==> config.mk <==
export PLATFORM = sky130hd
export DESIGN_NAME = matrix_mac_engine
export DESIGN_NICKNAME = d
export VERILOG_FILES = /design/src/rtl/matrix_pkg.sv /design/src/rtl/mac_unit.sv /design/src/rtl/matrix_mac_engine.sv
export SDC_FILE = /design/constraint.sdc
export NUM_CORES = 2
export LEC_CHECK = 0
export BUFFER_PORTS_ARGS = -buffer_cell sky130_fd_sc_hd__buf_2
export CAP_MARGIN = 20
export CORE_ASPECT_RATIO = 0.5
export CORE_MARGIN = 1.5
export CORE_UTILIZATION = 60
export CTS_CLUSTER_SIZE = 10
export DETAILED_ROUTE_END_ITERATION = 7
export PLACE_DENSITY = 0.79
export SYNTH_ARGS = -nofsm -noshare
export SYNTH_HDL_FRONTEND = slang
export SYNTH_HIERARCHICAL = 1
export SYNTH_SLANG_ARGS = --single-unit
==> constraint.sdc <==
create_clock -name clk -period 25.1 [get_ports clk]
set_input_delay 5.02 -clock clk [delete_from_list [all_inputs] [get_ports clk]]
set_output_delay 5.02 -clock clk [all_outputs]
set_load 0.01 [all_outputs]
==> src/rtl/matrix_pkg.sv <==
// Shared constants, state encoding and step-to-element index helpers for the 2x2 MAC engine.
package matrix_pkg;

   localparam int unsigned ELEM_W = 32;
   localparam int unsigned N      = 2;
   localparam int unsigned NELEM  = N * N;
   localparam int unsigned STEP_W = 3;

   typedef enum logic [1:0] {
      IDLE = 2'd0,
      CALC = 2'd1,
      DONE = 2'd2
   } state_e;

   // Step s = {e[1], e[0], k} with i = e[1], j = e[0]; elements are stored row-major.
   function automatic logic [1:0] a_idx(input logic [STEP_W-1:0] s);
      return {s[2], s[0]};
   endfunction

   function automatic logic [1:0] b_idx(input logic [STEP_W-1:0] s);
      return {s[0], s[1]};
   endfunction

   function automatic logic [1:0] c_idx(input logic [STEP_W-1:0] s);
      return s[2:1];
   endfunction

endpackage

==> src/rtl/mac_unit.sv <==
// Combinational multiply-accumulate: sum = acc + a*b modulo 2^ELEM_W, flagging any lost bits.
module mac_unit #(
   parameter int unsigned ELEM_W = 32
) (
   input  logic [ELEM_W-1:0] a_i,
   input  logic [ELEM_W-1:0] b_i,
   input  logic [ELEM_W-1:0] acc_i,
   output logic [ELEM_W-1:0] sum_c_o,
   output logic              ovf_c_o
);

   localparam int unsigned PROD_W = 2 * ELEM_W;

   logic [PROD_W-1:0] prod_c;
   logic [ELEM_W:0]   add_c;

   always_comb begin
      prod_c  = PROD_W'(a_i) * PROD_W'(b_i);
      add_c   = {1'b0, acc_i} + {1'b0, prod_c[ELEM_W-1:0]};
      sum_c_o = add_c[ELEM_W-1:0];
      ovf_c_o = (|prod_c[PROD_W-1:ELEM_W]) | add_c[ELEM_W];
   end

endmodule

==> src/rtl/matrix_mac_engine.sv <==
// Sequential 2x2 matrix multiplier: one product per cycle through a shared MAC, result committed at once.
module matrix_mac_engine #(
   parameter int unsigned ELEM_W = matrix_pkg::ELEM_W
) (
   input  logic                                     clk,
   input  logic                                     reset,
   input  logic                                     start,
   input  logic [matrix_pkg::NELEM*ELEM_W-1:0]      a_data,
   input  logic [matrix_pkg::NELEM*ELEM_W-1:0]      b_data,
   input  logic                                     a_busy,
   input  logic                                     b_busy,
   output logic [matrix_pkg::NELEM*ELEM_W-1:0]      c_data,
   output logic                                     busy,
   output logic                                     done,
   output logic                                     overflow
);

   import matrix_pkg::*;

   localparam int unsigned MAT_W = NELEM * ELEM_W;

   state_e              state_q, state_d;
   logic [MAT_W-1:0]    a_q, a_d, b_q, b_d;
   logic [MAT_W-1:0]    res_q, res_d, c_q, c_d;
   logic [ELEM_W-1:0]   acc_q, acc_d;
   logic [STEP_W-1:0]   step_q, step_d;
   logic                flush_q, flush_d;
   logic                ovf_q, ovf_d;
   logic                busy_q, busy_d;
   logic                done_q, done_d;

   logic [ELEM_W-1:0]   mac_a_c, mac_b_c, sum_c;
   logic                ovf_c;

   assign mac_a_c = a_q[ELEM_W*32'(a_idx(step_q)) +: ELEM_W];
   assign mac_b_c = b_q[ELEM_W*32'(b_idx(step_q)) +: ELEM_W];

   mac_unit #(.ELEM_W(ELEM_W)) u_mac (
      .a_i     (mac_a_c),
      .b_i     (mac_b_c),
      .acc_i   (acc_q),
      .sum_c_o (sum_c),
      .ovf_c_o (ovf_c)
   );

   always_ff @(posedge clk or posedge reset) begin
      if (reset) begin
         state_q <= IDLE;
         a_q     <= '0;
         b_q     <= '0;
         res_q   <= '0;
         c_q     <= '0;
         acc_q   <= '0;
         step_q  <= '0;
         flush_q <= 1'b0;
         ovf_q   <= 1'b0;
         busy_q  <= 1'b0;
         done_q  <= 1'b0;
      end else begin
         state_q <= state_d;
         a_q     <= a_d;
         b_q     <= b_d;
         res_q   <= res_d;
         c_q     <= c_d;
         acc_q   <= acc_d;
         step_q  <= step_d;
         flush_q <= flush_d;
         ovf_q   <= ovf_d;
         busy_q  <= busy_d;
         done_q  <= done_d;
      end
   end

   // Partial sums land in res_q; the extra flush cycle after step 7 copies all four elements to c_q together.
   always_comb begin
      state_d = state_q;
      a_d     = a_q;
      b_d     = b_q;
      res_d   = res_q;
      c_d     = c_q;
      acc_d   = acc_q;
      step_d  = step_q;
      flush_d = flush_q;
      ovf_d   = ovf_q;

      unique case (state_q)
         IDLE: begin
            if (start && !a_busy && !b_busy) begin
               a_d     = a_data;
               b_d     = b_data;
               acc_d   = '0;
               step_d  = '0;
               flush_d = 1'b0;
               ovf_d   = 1'b0;
               state_d = CALC;
            end
         end
         CALC: begin
            if (flush_q) begin
               c_d     = res_q;
               flush_d = 1'b0;
               state_d = DONE;
            end else begin
               acc_d  = sum_c;
               ovf_d  = ovf_q | ovf_c;
               step_d = STEP_W'(step_q + STEP_W'(1));
               if (step_q[0]) begin
                  res_d[ELEM_W*32'(c_idx(step_q)) +: ELEM_W] = sum_c;
                  acc_d = '0;
               end
               if (step_q == STEP_W'(NELEM * N - 1)) begin
                  flush_d = 1'b1;
               end
            end
         end
         DONE: begin
            state_d = IDLE;
         end
         default: begin
            state_d = IDLE;
         end
      endcase

      busy_d = (state_d != IDLE);
      done_d = (state_d == DONE);
   end

   assign c_data   = c_q;
   assign busy     = busy_q;
   assign done     = done_q;
   assign overflow = ovf_q;

endmodule
==> metrics.txt <==
outcome complete, no violations; Slowest-stage cell, CP mux4_2; Post-CTS Repair Setup Buffers 0; worst min-delay path class flop to flop; top cell type by total area after synthesis fa_1; Least-Margin Pin Slew 1.144 ns; RSZ-0062 raised after global routing no; Yosys Warn Count 6; clock insertion delay at the later pin of the skew report 0.63 ns; cells after synthesis 5622; DR WL/cell 23.70 microns; Slew headroom 23.74%; initial antenna violation count 19; H-tree Lvls 3; port buffer count 391; Most Frequent Cell on Critical Path fa_1; Hold-fix buffers, CTS 0; DR DRC count 0; post-route minimum period 12.42 ns; Final Max Tran Viols 0; top-area cell type share of the netlist area 30.65%; IO Pins 392; final hold violations 0; largest net degree at the start of global routing 259; Post-synth EDFFs 0; Antenna Violating Nets Remaining 0; Root Driver clkbuf_16; clock tree buffer depth 3; Total GRT Usage 34.13%; Placer Congestion 0.9885; Max Cap Viol 0; final net count 7242; synth top area cells fa_1 (31%), dfrtp_1 (24%), and2_1 (6.8%); Worst EP required 25.55 ns; mean post-synth cell area 10.42 sq um; TritonCTS buffer count 66; Mapped Area 58590 sq um; Core Region 95990 sq um; WL met2 77690 microns; CP Max Fanout 44; DIE HEIGHT 224.0 microns; CP arrival 12.86 ns; M1 WL 67970 microns; crit path launch type flop; top_reg_cell synth dfrtp_1; grt ovf 0; # rows 80; WL met3 17170 microns; Post-synth top cells fa_1 (897), inv_1 (842), and2_1 (635); FMAX 80.54 MHz; CTS tree done; Yosys cell types 83; vias per cell 6.122; most frequent cell after synthesis fa_1; kind of critical path flop to flop; die area 99640 sq um; First DRT Iteration DRCs 4692; Clock Skews 0.05201 ns; Seq cells post-synth 553; Max Used Layer met5; asr flop ratio synth 100.0%; Setup Viol. Count Final 0; Worst path max stage delay 0.97 ns; Syn Nets 7083; fillers 7149; first-pass GRT wire length 263000 microns; area used by multi-input combinational logic 39780 sq um; post-cts sizing count 0; DIE WIDTH 444.9 microns; vias 43328; register area share after synthesis 23.62%; vias in the first global route 46375; register area 13840 sq um; Setup TNS 0 ns; Sink Count 553; Routed WL 167800 microns; fin crit share 49.47%; Core Util, Final 65.55%; ratio of cells with drive above 1 in the final layout 14.57%; DRT Pass-1 Iters 6; CP endpoint kind flop; Post-DP HPWL 124300 microns; Initial Util 61.03%; synthesis-to-finish area growth 7.402%; clk slew on worst S/H paths 0.06 ns
==> final timing paths <==
check,depth (start not counted),slack [ns],start,to
max reg2reg,33,12.68,step_q[0],overflow
min,2,0.47,c_data[81],c_data[81]
min reg2reg,2,0.47,c_data[81],c_data[81]
max in group asynchronous,5,18.41,reset,c_data[125]
min in group asynchronous,2,4.55,reset,a_q[33]
max,33,12.68,step_q[0],overflow
==> logic make-up (layout without fill, tap and decap cells) <==
logic type      count (synthesis)  count (layout)  share of synthesized area, %
simple gates                 1643            1643                         14.56
buf+inv                      1206            1377                         8.517
fa+ha+maj                    1200            1200                         37.12
compound gates                630             630                         6.460
flops                         553             553                         23.62
mux                           324             324                         8.735
xor+xnor                       66              66                        0.9867
other cells                     0              14                             0
==> per-layer routing <==
| metal | track usage (%) | up-vias |
|---|---|---|
| li1 | - | 18141 |
| met1 | 48.51 | 22420 |
| met2 | 53.25 | 2430 |
| met3 | 7.028 | 335 |
| met4 | 10.51 | 2 |
| met5 | 0 | - |
==> cell type report <==
| cell class | count | area share (%) |
|---|---|---|
| tap | 1271 | 2.527 |
| sequential | 553 | 22.00 |
| multi-input combinational | 3863 | 63.23 |
| timing repair buffer | 455 | 4.136 |
| inverter | 842 | 5.035 |
| clock buffer | 72 | 2.726 |
| clock inverter | 8 | 0.2943 |
| antenna | 14 | 0.05568 |
==> stage by stage <==
step / std cells / area [sq um] / worst slack (ns) / hold slack [ns]
finish: 7078 / 62920 / 12.68 / 0.4726
global route: 7075 / 62920 / 12.19 / 0.5027
CTS: 7057 / 62700 / 12.82 / 0.4773
detailed placement: 6977 / 60790 / 12.89 / 0.4662
global placement: 6977 / 60790 / 12.89 / 0.4584
floorplan: 5622 / 58590 / 4.618 / 0.4533
==> flip-flops by register name (all words and copies together), names as in the netlist <==
register	flops
a_q	128
busy	1
flush_q	1
step_q	3
done	1
res_q	128
c_data	128
b_q	128
acc_q	32
state_q	2
overflow	1
==> critical path: cells and delay by family (launching register included) <==
kind / cells / cell delay, ns
compound gates: 8 / 2.46
xor+xnor: 1 / 0.35
fa+ha+maj: 10 / 4.81
simple gates: 9 / 1.89
buf+inv: 4 / 0.91
mux: 1 / 0.97
flops: 1 / 0.77
==> cells in the final DEF, fill, tap and decap left out, types with 16 or more instances in the layout <==
cell and n:
nor3_1 24, dfrtp_1 551, nand4_1 166, xnor2_1 43, clkbuf_16 67, buf_2 391, a22o_1 35, xor2_1 23
o21a_1 16, fa_1 897, mux2_2 29, buf_4 55, nand2_1 625, mux2_4 200, inv_1 841, and2_1 635
nor2_1 80, o21ai_0 313, a21oi_1 103, nand3_1 30, mux4_2 64, a21o_1 43, ha_1 303, mux2_1 29
Power is left out: the tool's default activity adds up to more than one toggle a clock period on the data nets, which glitch-free logic cannot reach.
